--- config.mk ---
export PLATFORM = sky130hd
export DESIGN_NAME = color_freq_sequencer
export DESIGN_NICKNAME = d
export VERILOG_FILES = /design/src/rtl/color_freq_pkg.sv /design/src/rtl/color_freq_sequencer_edge_gate_counter.sv /design/src/rtl/color_freq_sequencer.sv
export SDC_FILE = /design/constraint.sdc
export NUM_CORES = 1
export LEC_CHECK = 0
export ABC_AREA = 1
export BUFFER_PORTS_ARGS = -buffer_cell sky130_fd_sc_hd__buf_2
export CAP_MARGIN = 40
export CORE_MARGIN = 2
export CORE_UTILIZATION = 60
export DETAILED_ROUTE_END_ITERATION = 8
export PLACE_DENSITY = 0.81
export SYNTH_ARGS = -nofsm -noshare
export SYNTH_HDL_FRONTEND = slang
export SYNTH_SLANG_ARGS = --single-unit
export TNS_END_PERCENT = 30
--- constraint.sdc ---
create_clock -name clk -period 2.35 [get_ports clk]
set_clock_uncertainty 0.1 [all_clocks]
set_input_delay 0.3525 -clock clk [delete_from_list [all_inputs] [get_ports clk]]
set_output_delay 0.3525 -clock clk [all_outputs]
set_load 0.1 [all_outputs]
--- src/rtl/color_freq_pkg.sv ---
// Shared types for the colour-sensor sweep: FSM states, TCS3200 filter codes
// and the channel index that orders the sweep.
package color_freq_pkg;

  typedef enum logic [1:0] {
    IDLE   = 2'd0,
    SETTLE = 2'd1,
    GATE   = 2'd2,
    STORE  = 2'd3
  } state_e;

  typedef logic [1:0] chan_idx_t;

  localparam logic [1:0] FILT_RED   = 2'b00;
  localparam logic [1:0] FILT_BLUE  = 2'b01;
  localparam logic [1:0] FILT_CLEAR = 2'b10;
  localparam logic [1:0] FILT_GREEN = 2'b11;

  // Sweep order is red, green, blue, clear; the {S2,S3} codes are not in that order.
  function automatic logic [1:0] filt_of(input chan_idx_t idx);
    logic [1:0] f;
    case (idx)
      2'd0:    f = FILT_RED;
      2'd1:    f = FILT_GREEN;
      2'd2:    f = FILT_BLUE;
      default: f = FILT_CLEAR;
    endcase
    return f;
  endfunction

endpackage

--- src/rtl/color_freq_sequencer_edge_gate_counter.sv ---
// Synchronises the asynchronous sensor square wave, detects rising edges and
// counts them into a saturating counter while enabled.
module edge_gate_counter #(
  parameter int CNT_W = 16
) (
  input  logic             clk,
  input  logic             rst_n,
  input  logic             sensor_in,
  input  logic             clr,
  input  logic             en,
  output logic [CNT_W-1:0] cnt,
  output logic             ovf
);

  logic             sync1_q, sync2_q, sync3_q;
  logic             edge_det;
  logic [CNT_W-1:0] cnt_q, cnt_d;

  assign edge_det = sync2_q & ~sync3_q;
  // ovf flags an edge that arrived while the counter was already pinned at max.
  assign ovf      = en & edge_det & (cnt_q == {CNT_W{1'b1}});
  assign cnt      = cnt_q;

  always_comb begin
    cnt_d = cnt_q;
    if (clr) begin
      cnt_d = '0;
    end else if (en && edge_det && (cnt_q != {CNT_W{1'b1}})) begin
      cnt_d = cnt_q + 1'b1;
    end
  end

  always_ff @(posedge clk or negedge rst_n) begin
    if (!rst_n) begin
      sync1_q <= 1'b0;
      sync2_q <= 1'b0;
      sync3_q <= 1'b0;
      cnt_q   <= '0;
    end else begin
      sync1_q <= sensor_in;
      sync2_q <= sync1_q;
      sync3_q <= sync2_q;
      cnt_q   <= cnt_d;
    end
  end

endmodule

--- src/rtl/color_freq_sequencer.sv ---
// Sweeps the colour sensor through red/green/blue/clear filters, gating an edge
// counter per filter after a settling delay and latching one result per channel.
module color_freq_sequencer
  import color_freq_pkg::*;
#(
  parameter int WINDOW_CYCLES = 50000,
  parameter int SETTLE_CYCLES = 5000,
  parameter int CNT_W         = 16
) (
  input  logic             clk,
  input  logic             rst_n,
  input  logic             sensor_freq,
  input  logic             start,
  input  logic             continuous,
  output logic [1:0]       filter_sel,
  output logic             busy,
  output logic [CNT_W-1:0] cnt_red,
  output logic [CNT_W-1:0] cnt_green,
  output logic [CNT_W-1:0] cnt_blue,
  output logic [CNT_W-1:0] cnt_clear,
  output logic             sweep_done,
  output logic             overflow
);

  localparam int TMR_MAX = (WINDOW_CYCLES > SETTLE_CYCLES) ? WINDOW_CYCLES : SETTLE_CYCLES;
  localparam int TMR_W   = $clog2(TMR_MAX + 1);
  localparam logic [TMR_W-1:0] SETTLE_LAST = TMR_W'(SETTLE_CYCLES - 1);
  localparam logic [TMR_W-1:0] WINDOW_LAST = TMR_W'(WINDOW_CYCLES - 1);

  state_e           state_q, state_d;
  logic [TMR_W-1:0] timer_q, timer_d;
  chan_idx_t        idx_q, idx_d;
  logic [1:0]       filter_sel_q, filter_sel_d;
  logic [CNT_W-1:0] cnt_red_q, cnt_red_d, cnt_green_q, cnt_green_d;
  logic [CNT_W-1:0] cnt_blue_q, cnt_blue_d, cnt_clear_q, cnt_clear_d;
  logic             sweep_done_q, sweep_done_d;
  logic             overflow_q, overflow_d;
  logic             cnt_clr, cnt_en, cnt_ovf;
  logic [CNT_W-1:0] edge_cnt;

  edge_gate_counter #(.CNT_W(CNT_W)) u_counter (
    .clk       (clk),
    .rst_n     (rst_n),
    .sensor_in (sensor_freq),
    .clr       (cnt_clr),
    .en        (cnt_en),
    .cnt       (edge_cnt),
    .ovf       (cnt_ovf)
  );

  always_comb begin
    state_d      = state_q;
    timer_d      = timer_q;
    idx_d        = idx_q;
    cnt_red_d    = cnt_red_q;
    cnt_green_d  = cnt_green_q;
    cnt_blue_d   = cnt_blue_q;
    cnt_clear_d  = cnt_clear_q;
    sweep_done_d = 1'b0;
    overflow_d   = overflow_q;
    cnt_clr      = 1'b0;
    cnt_en       = 1'b0;
    case (state_q)
      IDLE: begin
        if (start || continuous) begin
          if (start) overflow_d = 1'b0;
          idx_d   = '0;
          timer_d = '0;
          state_d = SETTLE;
        end
      end
      SETTLE: begin
        if (timer_q == SETTLE_LAST) begin
          timer_d = '0;
          cnt_clr = 1'b1;
          state_d = GATE;
        end else begin
          timer_d = timer_q + 1'b1;
        end
      end
      GATE: begin
        cnt_en = 1'b1;
        if (cnt_ovf) overflow_d = 1'b1;
        if (timer_q == WINDOW_LAST) begin
          timer_d = '0;
          state_d = STORE;
        end else begin
          timer_d = timer_q + 1'b1;
        end
      end
      STORE: begin
        case (idx_q)
          2'd0:    cnt_red_d   = edge_cnt;
          2'd1:    cnt_green_d = edge_cnt;
          2'd2:    cnt_blue_d  = edge_cnt;
          default: cnt_clear_d = edge_cnt;
        endcase
        if (idx_q == 2'd3) begin
          sweep_done_d = 1'b1;
          idx_d        = '0;
          state_d      = continuous ? SETTLE : IDLE;
        end else begin
          idx_d   = idx_q + 1'b1;
          state_d = SETTLE;
        end
      end
      default: state_d = IDLE;
    endcase
    // Decoding idx_d makes the filter change on the same edge that enters SETTLE.
    filter_sel_d = filt_of(idx_d);
  end

  always_ff @(posedge clk or negedge rst_n) begin
    if (!rst_n) begin
      state_q      <= IDLE;
      timer_q      <= '0;
      idx_q        <= '0;
      filter_sel_q <= FILT_RED;
      cnt_red_q    <= '0;
      cnt_green_q  <= '0;
      cnt_blue_q   <= '0;
      cnt_clear_q  <= '0;
      sweep_done_q <= 1'b0;
      overflow_q   <= 1'b0;
    end else begin
      state_q      <= state_d;
      timer_q      <= timer_d;
      idx_q        <= idx_d;
      filter_sel_q <= filter_sel_d;
      cnt_red_q    <= cnt_red_d;
      cnt_green_q  <= cnt_green_d;
      cnt_blue_q   <= cnt_blue_d;
      cnt_clear_q  <= cnt_clear_d;
      sweep_done_q <= sweep_done_d;
      overflow_q   <= overflow_d;
    end
  end

  assign filter_sel = filter_sel_q;
  assign busy       = (state_q != IDLE);
  assign cnt_red    = cnt_red_q;
  assign cnt_green  = cnt_green_q;
  assign cnt_blue   = cnt_blue_q;
  assign cnt_clear  = cnt_clear_q;
  assign sweep_done = sweep_done_q;
  assign overflow   = overflow_q;

endmodule

* Word-level counts from Yosys, hierarchy flattened
Index checks and enable logic that the tools add are counted.
Word-level totals: register bits 107, latch bits 0, RAM bits 0, bits in read-only memories 0, input bits 5, word-level logic and storage cells 82, memories 0
Operators by class: add/sub/neg operators 3, multiply operators 0, divide/modulo/power cells 0, order comparisons 0, equality and inequality tests 17, shift operators 0, multiplexer cells 25, bitwise logic cells 5, reductions and logical operators 18
Operator list (count):
- 16-bit two-way mux | 5
- 16-bit one-hot mux with 3 select lines | 1
- 16-bit by 1-bit adder with 16-bit output (second input constant) | 2
- 16-bit equality test (second input constant) | 2
- 16-bit by 13-bit equality test with 1-bit output (second input constant) | 1
- 16-bit inequality test (second input constant) | 1
- 2-bit equality test (second input constant) | 5
- 1-bit two-way mux | 10
- 2-bit two-way mux | 5
- 2-bit inequality test (second input constant) | 5
- 2-bit AND reduction | 5
- 2-bit one-hot mux with 4 select lines | 1
- 2-bit by 1-bit equality test with 1-bit output (second input constant) | 3
- 2-bit logical NOT | 3
- 2-bit one-hot mux with 3 select lines | 1
- 2-bit nonzero test | 3
- 2-bit one-hot mux with 2 select lines | 1
- 4-bit AND reduction | 1
- 1-bit AND | 3
- 3-bit AND reduction | 1
- 3-bit nonzero test | 1
- 3-bit OR reduction | 1
- 2-bit by 1-bit adder with 2-bit output (second input constant) | 1
- 1-bit logical AND | 2
- 3 further kinds | 4

* Longest topological paths before layout
depth after elaboration 6, mapped depth 11

* Cells and area by module
From an unflattened synthesis, not the netlist that was laid out.
Unflattened totals: cell total of the unflattened synthesis 612, area, all modules 5034.8 um^2
By module, submodules not included:
- color_freq_sequencer | instances 1, cells each 443, area each 3896.2 um^2, sequential area each 2177.1 um^2
- edge_gate_counter | instances 1, cells each 169, area each 1138.6 um^2, sequential area each 475.5 um^2

* Least setup slack after synthesis
No wires, ideal clock.
path kind register -> register, start point register state_q[0], end point register overflow_q, in the netlist overflow, setup time 0.124 ns, data arrival time 1.782 ns, required time 2.126 ns, setup slack 0.344 ns, stages on the path, launching flop included 9, path buffers 0, cells stage by stage dfrtp_1 > inv_1 > ha_1 > inv_1 > or2_2 > nand2_1 > o21ai_0 > nand2_1 > nand2_1
Between the ends: word-level cells in the longest chain between the ends 6, elaborated cells between the ends (all ways) 11
Ends and longest elaborated chain:
- start: declaration | line color_freq_sequencer.sv:30 | state_e state_q, state_d;
- start signal: assignment | line color_freq_sequencer.sv:126 | state_q <= state_d;
- 2-bit equality test | line color_freq_sequencer.sv:63 | case (state_q)
- 1-bit two-way mux | line color_freq_sequencer.sv:63
- 1-bit AND (2 in a row) | line color_freq_sequencer_edge_gate_counter.sv:21 | assign ovf = en & edge_det & (cnt_q == {CNT_W{1'b1}});
- 2-bit inequality test (no line)
- 4-bit AND reduction (no line)
- end signal: assignment | line color_freq_sequencer.sv:135 | overflow_q <= overflow_d;
- end: declaration | line color_freq_sequencer.sv:37 | logic overflow_q, overflow_d;
Parallel ways exist; a longest one is shown, timed or not. A chain may end at the register's enable or synchronous reset.

* Worst setup path in the final report
start point register state_q[0], end point output busy
Between the ends: word-level cells in the longest chain between the ends 1
Ends and longest elaborated chain:
- 2-bit nonzero test | line color_freq_sequencer.sv:140 | assign busy = (state_q != IDLE);
- end: declaration | line color_freq_sequencer.sv:16 | output logic busy,
Every way passes these cells.

==> qor.csv <==
metric,value,unit
io_buffers,73,
cts_made_buffers,9,
finalHoldViolations,0,
dp_hpwl,8340,um
worstHoldPathType,input port to flop,
post-route-min-period,2.22,ns
num-fill-cells,648,
drt_drc_violations_left,0,
power_per_cell_area,878,mW/mm^2
die_area,0.00901,sq mm
critPathKind,flop to primary output,
firstDrtPassIters,5,
r2r_slack,0.37,ns
clkPwrFrac,0.233,
num-nets-final,663,
via_count,4211,
grt_pass1_wl,18700,um
r2r-start,state_q[0],
dpl_cell_area,0.00546,sq mm
crit_slowest_cell,dfrtp_1,
clkTransAtPathRegs,0.12,ns
clock-sinks,106,
grt_max_degree,53,
hp-start,start,
period_share,0.945,
globalRouteOverflowTotal,0,
dp.cells,739,
end_kind,primary output,
setup_viol,0,
core.rowCount,33,
timing.final.ws_setup,0.128,ns
slew_headroom,0.545,
place_congestion,0.916,
path_buf_inv,3,
syn-num-nets,586,
grt.total_usage,0.268,
rsz0062_at_grt,no,
ys_types,31,
cap_violations,0,
hold_depth,3,
hold_end,overflow,
seq_area_frac_synth,0.535,
final_cells,757,
drv_slew,0,
max_freq,0.450,GHz
synthCells,570,
start_util,0.610,
yosysWarnings,0,
antenna_found_initial,0,
cp_data_required_time,1.90,ns
status,finished clean,
clock_latency,0.39,ns
critical-path-top-delay-family,buffers and inverters,
postCtsHoldBufs,2,
power_leakage,0.00283,uW
rr_worst_depth,7,
cts_setup_buffers,0,
die_w,94.9,um
ys_ff_latch,106,
path_cells,"inv_1, ha_1, inv_1, buf_2",
antennaDiodeCount,0,
crit_top_cell,inv_1,
dp_slack,0.405,ns
cts_tree,done,
drive_gt1_frac,0.227,
setup_tns,0,ns
synth_edf_count,0,
internal_power,2740,uW
wl,11500,um
die_h,94.9,um
routed_via_density,5.56,
ir_drop,0.000580,V
design_area,0.00568,sq mm
io_pins,74,
fp.coreArea,0.00813,sq mm
cts-root-buf,clkbuf_8,
ant_nets,0,
critPathArrivalTime,1.77,ns
switching_share,0.450,
pwr-share-comb,0.350,
areaGrowthSynthToFinish,14.5,%
worst_pin_slew,0.682,ns
netSwitchingPower,2240,uW
wl_per_cell,15.2,um
max_stage_delay,0.48,ns
syn_area,0.00496,sq mm
synthArstFlopShare,1.00,
dr.first_iter.drc_count,304,
cts_buffer_depth,2,
seqPwrFrac,0.418,
ctsResizeCount,0,
rr_endpoint,u_counter.cnt[0],
grt_pass1_vias,3955,
cp_max_fo,7,
synth_area_per_cell,8.70,sq um
cts_htree_levels,3,
critPathLaunchType,flop,
synth-main-ff-cell,dfrtp_1,
## tightest hold or removal path: cells and delay by family
kind	cells	cell delay (ns)
AOI/OAI and AO/OA	1	0.11
buffers and inverters	1	0.10
and+or+nand+nor	1	0.07
## power groups by stage
| stage | Combinational (uW) | Sequential (uW) | Clock, uW |
|---|---|---|---|
| CTS | 1750 | 2080 | 1160 |
| global route | 1880 | 2100 | 1240 |
| detailed placement | 1740 | 2120 | 0 |
| global placement | 1700 | 2100 | 0 |
| finish | 1740 | 2080 | 1160 |
| floorplan | 920 | 2580 | 0 |
## sequential cells by signal, summed over array words and instances, names as in the netlist
register and flops:
cnt_blue 16, cnt_clear 16, cnt_green 16, cnt_red 16
timer_q 16, u_counter.cnt 16, idx_q 2, state_q 2
filter_sel 1, overflow 1, sweep_done 1, u_counter.sync1_q 1
u_counter.sync2_q 1, u_counter.sync3_q 1
## per-stage QoR
step / util / hold slack [ns] / total power [uW]
finish: 0.698 / 0.171 / 4990
global route: 0.698 / 0.172 / 5210
CTS: 0.698 / 0.163 / 4990
detailed placement: 0.671 / 0.236 / 3850
global placement: 0.671 / 0.232 / 3800
floorplan: - / -0.0431 / 3500
## worst max path at each step
stage	from	endpoint	slack [ns]	cells past startpoint
global placement	state_q[0]	u_counter.cnt[0]	0.51	7
global route	state_q[0]	busy	0.09	4
CTS	state_q[0]	busy	0.16	4
floorplan	state_q[0]	overflow	0.34	8
finish	state_q[0]	busy	0.13	4
detailed placement	state_q[0]	u_counter.cnt[0]	0.40	7
## cells in the mapped netlist, types with 6 or more instances
cell type    n  share of area
nand4_1     20          0.025
nand2_1    154           0.12
nand2_2      7         0.0088
nor2_2       7         0.0088
nor2_1      42          0.032
inv_2        6         0.0045
dfrtp_1    106           0.53
a21oi_2     11          0.019
nand3_1     27          0.027
ha_1        11          0.028
inv_1       44          0.033
o21ai_0     74          0.075
o21ai_2     11          0.019
clkbuf_1    12         0.0091
## layout make-up
cell class                      instances  area, sq um  area share
Clock buffer                            9          124      0.0218
Inverter                               50          188      0.0330
Clock inverter                          7         80.1      0.0141
Multi-Input combinational cell        394         2010       0.354
Tap cell                              105          131      0.0231
Sequential cell                       106         2650       0.467
Timing Repair Buffer                   86          495      0.0872
## cell usage in the layout (no fill, tap or decap), types with 10 or more instances in the layout
| cell | netlist | routed |
|---|---|---|
| nand2_1 | 154 | 154 |
| dfrtp_1 | 106 | 106 |
| o21ai_0 | 74 | 74 |
| buf_2 | 4 | 72 |
| inv_1 | 44 | 44 |
| nor2_1 | 42 | 42 |
| nand3_1 | 27 | 27 |
| nand4_1 | 20 | 20 |
| a21oi_2 | 11 | 11 |
| o21ai_2 | 11 | 11 |
| ha_1 | 11 | 11 |
| buf_4 | 1 | 10 |
## logic make-up after synthesis
| logic type | share of synthesized area |
|---|---|
| AO/OA/AOI/OAI | 0.127 |
| XOR/XNOR | 0.0141 |
| adder cells (fa/ha/maj) | 0.0277 |
| buffers and inverters | 0.0600 |
| flip-flops | 0.535 |
| AND/OR/NAND/NOR | 0.236 |
## routing by layer
layer | track usage | vias to the layer above | share of wire
li1 | - | 2006 | -
met1 | 0.343 | 2032 | 0.42
met2 | 0.462 | 161 | 0.51
met3 | 0.0495 | 12 | 0.055
met4 | 0.0882 | 0 | 0.014
met5 | 0 | - | 0
Power figures use the tool's default switching activity.
